===== config.mk =====
export PLATFORM = sky130hd
export DESIGN_NAME = gray_mult_sched
export DESIGN_NICKNAME = d
export VERILOG_FILES = /design/src/rtl/gray_mult_sched_pkg.sv /design/src/rtl/gray_mult_sched_pix2fp.sv /design/src/rtl/gray_mult_sched.sv
export SDC_FILE = /design/constraint.sdc
export NUM_CORES = 1
export LEC_CHECK = 0
export BUFFER_PORTS_ARGS = -buffer_cell sky130_fd_sc_hd__buf_2
export CAP_MARGIN = 40
export CORE_ASPECT_RATIO = 0.6
export CORE_UTILIZATION = 40
export DETAILED_ROUTE_END_ITERATION = 16
export PLACE_DENSITY_LB_ADDON = 0.25
export SYNTH_ARGS = -nofsm -noshare
export SYNTH_HDL_FRONTEND = slang
export SYNTH_SLANG_ARGS = --single-unit

===== constraint.sdc =====
create_clock -name clk_i_fix_multi -period 5.5 [get_ports clk_i_fix_multi]
set_input_delay 1.1 -clock clk_i_fix_multi [delete_from_list [all_inputs] [get_ports clk_i_fix_multi]]
set_output_delay 1.1 -clock clk_i_fix_multi [all_outputs]
set_load 0.03 [all_outputs]

===== src/rtl/gray_mult_sched_pkg.sv =====
// Shared types and float field constants for the grayscale multiply scheduler.
// Constant exponents are the biased exponents of the R/G/B luma weights.
package gray_mult_sched_pkg;

   localparam int unsigned MANT_W     = 23;
   localparam int unsigned EXP_W      = 8;
   localparam int unsigned FLOAT_W    = 1 + EXP_W + MANT_W;
   localparam int unsigned EXP_CALC_W = 10;
   localparam int unsigned SHIFT_W    = 5;

   localparam int unsigned RED_EXP_C   = 125;
   localparam int unsigned GREEN_EXP_C = 126;
   localparam int unsigned BLUE_EXP_C  = 123;

   typedef enum logic [2:0] {
      StIdle,
      StLoad,
      StRun,
      StPack,
      StOut
   } state_e;

endpackage


===== src/rtl/gray_mult_sched_pix2fp.sv =====
// Converts an integer pixel channel into a normalized {1, mantissa} operand,
// its biased exponent and a zero flag.
module gray_pix2fp
   import gray_mult_sched_pkg::*;
#(
   parameter int unsigned PIXEL_WIDTH    = 8,
   parameter int unsigned MANTISSA_WIDTH = MANT_W,
   parameter int unsigned EXPONENT_WIDTH = EXP_W,
   parameter int unsigned BIAS           = 127
) (
   input  logic [PIXEL_WIDTH-1:0]    pix_i,
   output logic [MANTISSA_WIDTH:0]   op_o,
   output logic [EXPONENT_WIDTH-1:0] exp_o,
   output logic                      zero_o
);

   localparam int unsigned OpW   = MANTISSA_WIDTH + 1;
   localparam int unsigned LeadW = (PIXEL_WIDTH > 1) ? $clog2(PIXEL_WIDTH) : 1;

   logic [LeadW-1:0] lead;

   always_comb begin
      lead = '0;
      for (int i = 0; i < PIXEL_WIDTH; i++) begin
         if (pix_i[i]) begin
            lead = LeadW'(i);
         end
      end
      zero_o = (pix_i == '0);
      if (zero_o) begin
         // Zero has no leading one; emit 1.0 so the multiplier sees a legal operand.
         op_o  = {1'b1, {MANTISSA_WIDTH{1'b0}}};
         exp_o = '0;
      end else begin
         op_o  = OpW'(pix_i) << (MANTISSA_WIDTH - 32'(lead));
         exp_o = EXPONENT_WIDTH'(BIAS + 32'(lead));
      end
   end

endmodule


===== src/rtl/gray_mult_sched.sv =====
// Sequences one pixel through an external mantissa multiplier and packs the three
// weighted channels into single-precision floats.
module gray_mult_sched
   import gray_mult_sched_pkg::*;
#(
   parameter int unsigned PIXEL_WIDTH    = 8,
   parameter int unsigned MANTISSA_WIDTH = MANT_W,
   parameter int unsigned EXPONENT_WIDTH = EXP_W,
   parameter int unsigned BIAS           = 127,
   parameter int unsigned RED_EXP        = RED_EXP_C,
   parameter int unsigned GREEN_EXP      = GREEN_EXP_C,
   parameter int unsigned BLUE_EXP       = BLUE_EXP_C,
   parameter int unsigned TIMEOUT_CYCLES = 255
) (
   input  logic                                 clk_i_fix_multi,
   input  logic                                 rstn_i_fix_multi,
   input  logic                                 s_valid_i,
   output logic                                 s_ready_o,
   input  logic [PIXEL_WIDTH-1:0]               s_pix_r_i,
   input  logic [PIXEL_WIDTH-1:0]               s_pix_g_i,
   input  logic [PIXEL_WIDTH-1:0]               s_pix_b_i,
   output logic                                 mult_rstn_o,
   output logic                                 mult_en_o,
   output logic [MANTISSA_WIDTH:0]              mult_r_o,
   output logic [MANTISSA_WIDTH:0]              mult_g_o,
   output logic [MANTISSA_WIDTH:0]              mult_b_o,
   input  logic [MANTISSA_WIDTH:0]              mult_r_i,
   input  logic [MANTISSA_WIDTH:0]              mult_g_i,
   input  logic [MANTISSA_WIDTH:0]              mult_b_i,
   input  logic [SHIFT_W-1:0]                   mult_exp_r_i,
   input  logic [SHIFT_W-1:0]                   mult_exp_g_i,
   input  logic [SHIFT_W-1:0]                   mult_exp_b_i,
   input  logic                                 mult_done_i,
   output logic                                 m_valid_o,
   input  logic                                 m_ready_i,
   output logic [EXPONENT_WIDTH+MANTISSA_WIDTH:0] m_r_o,
   output logic [EXPONENT_WIDTH+MANTISSA_WIDTH:0] m_g_o,
   output logic [EXPONENT_WIDTH+MANTISSA_WIDTH:0] m_b_o,
   output logic                                 busy_o,
   output logic                                 timeout_err_o
);

   localparam int unsigned FW   = EXPONENT_WIDTH + MANTISSA_WIDTH + 1;
   localparam int unsigned CntW = $clog2(TIMEOUT_CYCLES + 1);

   state_e state_q, state_d;

   logic [CntW-1:0] cnt_q, cnt_d;
   logic s_ready_q, s_ready_d;
   logic mult_rstn_q, mult_rstn_d;
   logic timeout_q, timeout_d;

   logic [2:0][MANTISSA_WIDTH:0]   op_q, op_d, conv_op;
   logic [2:0][EXPONENT_WIDTH-1:0] ep_q, ep_d, conv_exp;
   logic [2:0]                     zero_q, zero_d, conv_zero;
   logic [2:0][FW-1:0]             res_q, res_d;
   logic [2:0][PIXEL_WIDTH-1:0]    pix;

   assign pix = {s_pix_b_i, s_pix_g_i, s_pix_r_i};

   for (genvar c = 0; c < 3; c++) begin : g_conv
      gray_pix2fp #(
         .PIXEL_WIDTH   (PIXEL_WIDTH),
         .MANTISSA_WIDTH(MANTISSA_WIDTH),
         .EXPONENT_WIDTH(EXPONENT_WIDTH),
         .BIAS          (BIAS)
      ) u_pix2fp (
         .pix_i (pix[c]),
         .op_o  (conv_op[c]),
         .exp_o (conv_exp[c]),
         .zero_o(conv_zero[c])
      );
   end

   // Exponent arithmetic is widened so intermediate sums cannot wrap.
   function automatic logic [FW-1:0] pack_fp(
      input logic                      zero,
      input logic [EXPONENT_WIDTH-1:0] ep,
      input int unsigned               ec,
      input logic [SHIFT_W-1:0]        shift,
      input logic [MANTISSA_WIDTH-1:0] mant
   );
      logic [EXPONENT_WIDTH-1:0] e;
      e = EXPONENT_WIDTH'(EXP_CALC_W'(ep) + EXP_CALC_W'(ec) - EXP_CALC_W'(BIAS)
                          + EXP_CALC_W'(1) - EXP_CALC_W'(shift));
      if (zero) begin
         return '0;
      end
      return {1'b0, e, mant};
   endfunction

   always_comb begin
      state_d   = state_q;
      cnt_d     = cnt_q;
      timeout_d = 1'b0;
      op_d      = op_q;
      ep_d      = ep_q;
      zero_d    = zero_q;
      res_d     = res_q;

      unique case (state_q)
         StIdle: begin
            if (s_valid_i && s_ready_q) begin
               state_d = StLoad;
               op_d    = conv_op;
               ep_d    = conv_exp;
               zero_d  = conv_zero;
            end
         end
         StLoad: begin
            state_d = StRun;
            cnt_d   = '0;
         end
         StRun: begin
            if (mult_done_i) begin
               state_d = StPack;
            end else if (cnt_q == CntW'(TIMEOUT_CYCLES - 1)) begin
               state_d   = StIdle;
               timeout_d = 1'b1;
            end else begin
               cnt_d = cnt_q + 1'b1;
            end
         end
         StPack: begin
            state_d  = StOut;
            res_d[0] = pack_fp(zero_q[0], ep_q[0], RED_EXP, mult_exp_r_i,
                               mult_r_i[MANTISSA_WIDTH-1:0]);
            res_d[1] = pack_fp(zero_q[1], ep_q[1], GREEN_EXP, mult_exp_g_i,
                               mult_g_i[MANTISSA_WIDTH-1:0]);
            res_d[2] = pack_fp(zero_q[2], ep_q[2], BLUE_EXP, mult_exp_b_i,
                               mult_b_i[MANTISSA_WIDTH-1:0]);
         end
         StOut: begin
            if (m_ready_i) begin
               state_d = StIdle;
            end
         end
         default: begin
            state_d = StIdle;
         end
      endcase

      // Registered so both come up one edge after reset release.
      s_ready_d   = (state_d == StIdle);
      mult_rstn_d = (state_d != StLoad);
   end

   always_ff @(posedge clk_i_fix_multi or negedge rstn_i_fix_multi) begin
      if (!rstn_i_fix_multi) begin
         state_q     <= StIdle;
         cnt_q       <= '0;
         s_ready_q   <= 1'b0;
         mult_rstn_q <= 1'b0;
         timeout_q   <= 1'b0;
         op_q        <= '0;
         ep_q        <= '0;
         zero_q      <= '0;
         res_q       <= '0;
      end else begin
         state_q     <= state_d;
         cnt_q       <= cnt_d;
         s_ready_q   <= s_ready_d;
         mult_rstn_q <= mult_rstn_d;
         timeout_q   <= timeout_d;
         op_q        <= op_d;
         ep_q        <= ep_d;
         zero_q      <= zero_d;
         res_q       <= res_d;
      end
   end

   // The hidden bit of each product is implied by normalization.
   logic unused_hidden;
   assign unused_hidden = ^{mult_r_i[MANTISSA_WIDTH], mult_g_i[MANTISSA_WIDTH],
                            mult_b_i[MANTISSA_WIDTH]};

   assign s_ready_o     = s_ready_q;
   assign mult_rstn_o   = mult_rstn_q;
   assign mult_en_o     = (state_q == StRun);
   assign mult_r_o      = op_q[0];
   assign mult_g_o      = op_q[1];
   assign mult_b_o      = op_q[2];
   assign m_valid_o     = (state_q == StOut);
   assign m_r_o         = res_q[0];
   assign m_g_o         = res_q[1];
   assign m_b_o         = res_q[2];
   assign busy_o        = (state_q != StIdle);
   assign timeout_err_o = timeout_q;

endmodule

==> reports/summary.txt, run 1 <==
# port buffers = 235
Final Cell Area = 0.0100 mm²
vias per cell = 4.82
status = complete, no violations
Netlist cell types = 64
clk sinks = 152
Synth Instances = 884
worst hold stages = 1
clk_lat worst skew = 0.42 ns
largest net degree at the start of global routing = 107
Root Buffer = clkbuf_16
Synth Area in Compound Gates = 0.182
wire per inst = 14.2 µm
Static Leak = 5.09 nW
total gr overflow = 0
first-pass GRT wire length = 32300 µm
worst vdd ir = 0.331 mV
relative slew slack = 0.444
dominant cells by area after synthesis = dfrtp_1, nand2b_1, nand2_1, o21ai_0, buf_4
Max Cap Viol = 0
fin nets = 1244
gpl congestion = 0.839
Post-synth EDFFs = 0
simple-gate share of the synthesized area = 0.188
Critical Path Source Type = flip-flop
CP Capture Type = primary output
sequential fraction of the synthesis area = 0.463
synth warn = 0
Synth Area in XOR/XNOR = 0.0160
CTS tree = yes
Worst Path Required = 4.40 ns
1st-iter DRT viols = 366
Yosys top cell area share = 0.463
Max Slew Vio Count = 0
Max Freq = 0.385 GHz
Hold Violations, Final = 0
final wirelength = 19700 µm
vias in the first global route = 6204
CP Cell Sequence = nor3b_1 -> buf_2
critical path data arrival time = 1.50 ns
layout cells sized above 1 = 0.264
Worst Path Buf+Inv = 1
largest family of logic cells by synthesized area = simple AND/OR/NAND/NOR gates
DP Worst Slack = 2.47 ns
most common cell in the synthesized netlist = dfrtp_1
crit-path max cell delay = 0.44 ns
Adder-Cell Fraction of Synth Area = 0.0499
FF+latch count, synth = 152
num rows = 40
critical path class = reg -> out
Avg Cell Area, Syn = 9.30 µm²
Hold Crit Class = reg -> reg
area post-placement = 0.00946 mm²
final setup skew = 0.00892 ns
setup repair bufs after CTS = 0
setup TNS = 0 ns
# H-tree levels = 4
PostCTS Resize Cnt = 0
Worst path depth = 2
CP delay by family, top = flip-flops
antenna violations before repair = 1
fin crit period = 2.60 ns
Initial Utilization = 0.410
Top FF cell, synth = dfrtp_1
R2R depth = 11
actual slew at the worst max-slew pin = 0.833 ns
via count = 6660
synth cell count leaders = dfrtp_1, nand2_1, nand2b_1, o21ai_0, buf_4
DIE WIDTH = 187 µm
count of hold-fix buffers inserted at cts = 0
Cell Pwr Density = 560 mW/mm²
Slowest-stage cell, CP = dfrtp_1
Die Y = 113 µm
Max clock buf depth = 2
mux contribution to synthesized area = 0.00609
Total Routing Usage GR = 0.192
largest fanout on the critical path = 7
Post-Synthesis Cell Area = 0.00822 mm²
final setup fails = 0
fraction of registers with async set/reset = 1.00
final clock period utilization by the worst path = 0.472
clk slew on worst S/H paths = 0.06 ns
antenna cells = 0
# IOs = 290
# fillers = 2001
Layout Area Growth over Synthesis = 22.0%
RSZ-0062 raised after global routing = false
CTS buffer count = 17
post-detail-place hpwl = 14300 µm
die area = 0.0212 mm²
cell accounting for the most synthesized area = dfrtp_1
Routed Antenna Nets = 0
DRC Markers = 0
Final WS setup = 2.90 ns
floorplan core area = 0.0201 mm²
drt pass-1 iters = 4
## state kept, by name, summed over array words and instances, names as in the netlist
| name | cells |
|---|---|
| timeout_err_o | 1 |
| state_q | 3 |
| s_ready_o | 1 |
| mult_r_o | 8 |
| m_r_o | 31 |
| mult_b_o | 8 |
| m_b_o | 31 |
| cnt_q | 8 |
| m_g_o | 31 |
| mult_g_o | 8 |
| ep_q | 18 |
| zero_q | 3 |
| mult_rstn_o | 1 |
## through the flow
stage / hold WS (ns) / utilization / instances / total power, mW
global placement: 0.443 / 0.467 / 1348 / 4.42
detailed placement: 0.447 / 0.472 / 1351 / 4.53
finish: 0.461 / 0.500 / 1383 / 5.62
floorplan: 0.459 / - / 934 / 3.72
global route: 0.474 / 0.500 / 1383 / 6.01
CTS: 0.466 / 0.500 / 1383 / 5.69
## kinds of logic (layout without fill, tap and decap cells)
kind of cell / Yosys count / count (layout)
compound gates: 224 / 224
xor+xnor: 15 / 15
fa+ha+maj: 31 / 31
buf+inv: 150 / 326
flops: 152 / 152
mux: 5 / 5
other cells: 1 / 51
simple gates: 306 / 306
## metal layers
metal / track usage / share of wire
met5: 0 / 0
met4: 0.0443 / 0.0067
met3: 0.0512 / 0.061
met2: 0.294 / 0.44
met1: 0.271 / 0.49
## report_power, final
group	internal (mW)	total [mW]	leakage, nW	switching, mW
registers	1.58	1.87	1.94	0.290
clock network	0.632	1.14	0.275	0.507
logic	0.865	2.61	2.87	1.74
total	3.08	5.62	5.09	2.54
## cell usage in the layout (no fill, tap or decap), drive strengths merged, types with 8 or more instances in the layout
cell type | Yosys | routed
nand3 | 13 | 13
clkbuf | 33 | 17
a21o | 10 | 10
buf | 66 | 243
inv | 49 | 55
nor3 | 8 | 8
o21a | 8 | 8
ha | 28 | 28
o21ai | 104 | 104
o31ai | 20 | 20
nor2 | 35 | 35
nand2b | 87 | 87
o22ai | 11 | 11
xnor2 | 9 | 9
conb | 1 | 51
clkinv | 2 | 8
nand2 | 129 | 129
a21oi | 21 | 21
a22o | 8 | 8
dfrtp | 152 | 152
## cell type report
| class | count | area, µm² | share of cell area |
|---|---|---|---|
| Timing Repair Buffer | 243 | 1300 | 0.130 |
| Multi-Input combinational cell | 632 | 3820 | 0.381 |
| Tap cell | 273 | 342 | 0.0341 |
| Sequential cell | 152 | 3800 | 0.379 |
| Clock inverter | 15 | 143 | 0.0142 |
| Inverter | 51 | 191 | 0.0191 |
| Clock buffer | 17 | 425 | 0.0424 |
## final timing paths
check / start / to / slack, ns
worst max-delay path: state_q[0] / mult_en_o / 2.90
min in group asynchronous: rstn_i_fix_multi / mult_g_o[21] / 0.66
worst max register to register: ep_q[17] / m_b_o[30] / 3.29
worst min-delay path: mult_b_o[23] / mult_b_o[23] / 0.46
max in group asynchronous: rstn_i_fix_multi / m_r_o[23] / 3.76
worst min register to register: mult_b_o[23] / mult_b_o[23] / 0.46
(Power assumes the default switching activity.)
==> run 2, diff against run 1 <==
==> constraint.sdc (replaced) <==
create_clock -name clk_i_fix_multi -period 2.4 [get_ports clk_i_fix_multi]
set_input_delay 0.48 -clock clk_i_fix_multi [delete_from_list [all_inputs] [get_ports clk_i_fix_multi]]
set_output_delay 0.48 -clock clk_i_fix_multi [all_outputs]
set_load 0.03 [all_outputs]
==> run 2 against run 1 <==
Net effect:
- worst hold slack got worse by 0.45 ns
- critical path depth rose by 9
- combinational power rose by 130%
- largest cell class unchanged
- register-to-register slack got worse by 3.1 ns
==> reports/summary.txt, run 2 (synthesized netlist as in run 1, its figures left out) <==
DIE WIDTH = 187 µm (unchanged)
die area = 0.0212 mm² (unchanged)
critical path data arrival time = 2.44 ns (was 1.50 ns)
Hold Crit Class = in -> async (was reg -> reg)
Slowest-stage cell, CP = dfrtp_1 (unchanged)
Initial Utilization = 0.410 (unchanged)
most common cell after layout, fill and taps aside = buf_2 (unchanged)
gpl congestion = 0.836 (was 0.839)
crit-path max cell delay = 0.35 ns (was 0.44 ns)
Sw Pwr = 5.78 mW (was 2.54 mW)
status = complete, no violations (unchanged)
Critical R2R Capture = m_b_o[30] (unchanged)
DP Worst Slack = -0.0549 ns (was 2.47 ns)
actual slew at the worst max-slew pin = 0.813 ns (was 0.833 ns)
RSZ-0062 raised after global routing = false (unchanged)
final clock period utilization by the worst path = 0.904
Switching Share = 0.451 (was 0.452)
final setup skew = 0.00923 ns (was 0.00892 ns)
clk sinks = 152 (unchanged)
Max Cap Viol = 0 (unchanged)
CP Capture Type = flip-flop (was primary output)
CP most frequent cell = inv_1
Root Buffer = clkbuf_16 (unchanged)
Total Routing Usage GR = 0.192 (about the same)
Util after Layout = 0.504 (was 0.500)
leading cell types in the layout, fill and taps excluded = buf_2, dfrtp_1, nand2_1 (unchanged)
setup TNS = 0 ns (unchanged)
layout cells sized above 1 = 0.273 (was 0.264)
setup slack, reg-to-reg = 0.23 ns (was 3.29 ns)
Die Y = 113 µm (unchanged)
first-pass GRT wire length = 32400 µm (was 32300 µm)
Max clock buf depth = 2 (unchanged)
Seq pwr share = 0.334 (was 0.333)
worst vdd ir = 0.766 mV (was 0.331 mV)
antenna violations before repair = 1 (unchanged)
Critical Path Source Type = flip-flop (unchanged)
CP delay by family, top = adder cells (was flip-flops)
Tot Pwr = 12.8 mW (was 5.62 mW)
# H-tree levels = 4 (unchanged)
Max Slew Vio Count = 0 (unchanged)
Worst Path Required = 2.67 ns (was 4.40 ns)
vias in the first global route = 6204 (unchanged)
Worst Path Buf+Inv = 3 (was 1)
Logic pwr share = 0.467 (was 0.464)
floorplan core area = 0.0201 mm² (unchanged)
Routed Antenna Nets = 0 (unchanged)
critical path class = reg -> reg (was reg -> out)
Cell Pwr Density = 1270 mW/mm² (was 560 mW/mm²)
num rows = 40 (unchanged)
fin nets = 1256 (was 1244)
clock share of power = 0.199 (was 0.203)
post-detail-place hpwl = 14500 µm (was 14300 µm)
Layout Area Growth over Synthesis = 22.9% (was 22.0%)
total gr overflow = 0 (unchanged)
worst reg2reg startpoint = ep_q[17] (unchanged)
Int Pwr = 7.04 mW (was 3.08 mW)
# port buffers = 235 (unchanged)
final wirelength = 19600 µm (was 19700 µm)
Max Freq = 0.461 GHz
Hold Violations, Final = 0 (unchanged)
fin crit period = 2.17 ns
count of hold-fix buffers inserted at cts = 0 (unchanged)
DRC Markers = 0 (unchanged)
wire per inst = 14.1 µm (was 14.2 µm)
drt pass-1 iters = 4 (unchanged)
Final WS setup = 0.230 ns (was 2.90 ns)
largest net degree at the start of global routing = 75 (was 107)
clk_lat worst skew = 0.42 ns (about the same)
largest fanout on the critical path = 2 (was 7)
relative slew slack = 0.458 (was 0.444)
1st-iter DRT viols = 315 (was 366)
clk slew on worst S/H paths = 0.06 ns (about the same)
CP Cell Sequence = inv_1 -> ha_1 -> inv_1 -> ha_1 -> inv_1 -> fa_2 -> nor2b_2 -> o21a_1 -> o21a_1 -> mux2i_1 -> o311ai_0 (was nor3b_1 -> buf_2)
CTS tree = yes (unchanged)
# IOs = 290 (unchanged)
via count = 6658 (was 6660)
WHS = 0.0130 ns (was 0.461 ns)
# fillers = 1979 (was 2001)
vias per cell = 4.77 (was 4.82)
R2R depth = 11 (unchanged)
CTS buffer count = 17 (unchanged)
final setup fails = 0 (unchanged)
Static Leak = 5.13 nW (was 5.09 nW)
==> run 2: changes by cell type in the layout (fill, tap and decap cells not counted), sizes merged <==
cell	change
buf	+12
clkinv	-1
clkinvlp	+2
diode	+1
inv	-2
==> run 2: worst max path at each step <==
stage                    startpoint         to  cells past startpoint
floorplan           mult_exp_b_i[1]  m_b_o[30]                     10
global placement    mult_exp_b_i[1]  m_b_o[30]                     11
detailed placement  mult_exp_b_i[1]  m_b_o[30]                     11
CTS                        ep_q[17]  m_b_o[30]                     11
global route               ep_q[17]  m_b_o[30]                     11
finish                     ep_q[17]  m_b_o[30]                     11
==> run 2: repair_timing <==
item | CTS | global route
setup buffers | 0 | 0
setup endpoints to repair | 0 | 1
gates resized for setup | 0 | 2
==> run 2: area by class of cell <==
class / instances / area (µm²) / share of cell area
diodes: 1 / 2.50 / 0.000248
inverters: 51 / 191 / 0.0189
multi-input cells: 632 / 3830 / 0.379
clock buffers: 17 / 425 / 0.0421
clock inverters: 14 / 124 / 0.0123
repair buffers: 255 / 1390 / 0.138
flip-flops and latches: 152 / 3800 / 0.376
well taps: 273 / 342 / 0.0338
==> run 2: metal layers <==
metal | track usage | vias up | routed length (µm)
met5 | 0 | - | 0
met2 | 0.280 | 172 | 8300
met3 | 0.0490 | 18 | 1080
li1 | - | 3368 | -
met4 | 0.0530 | 0 | 241
met1 | 0.281 | 3100 | 9980
==> run 2: power groups by stage <==
stage	combinational, mW	sequential, mW	clock [mW]
floorplan	2.54	5.98	0
finish	5.99	4.29	2.55
detailed placement	6.05	4.33	0
global route	6.56	4.44	2.74
global placement	5.91	4.35	0
CTS	6.06	4.30	2.63
==> run 2: stage by stage <==
stage / cells / cell area [µm²]
final: 1395 / 10100
after global routing: 1394 / 10100
after CTS: 1394 / 10100
after detailed placement: 1363 / 9550
after global placement: 1362 / 9540
after floorplan: 934 / 8410
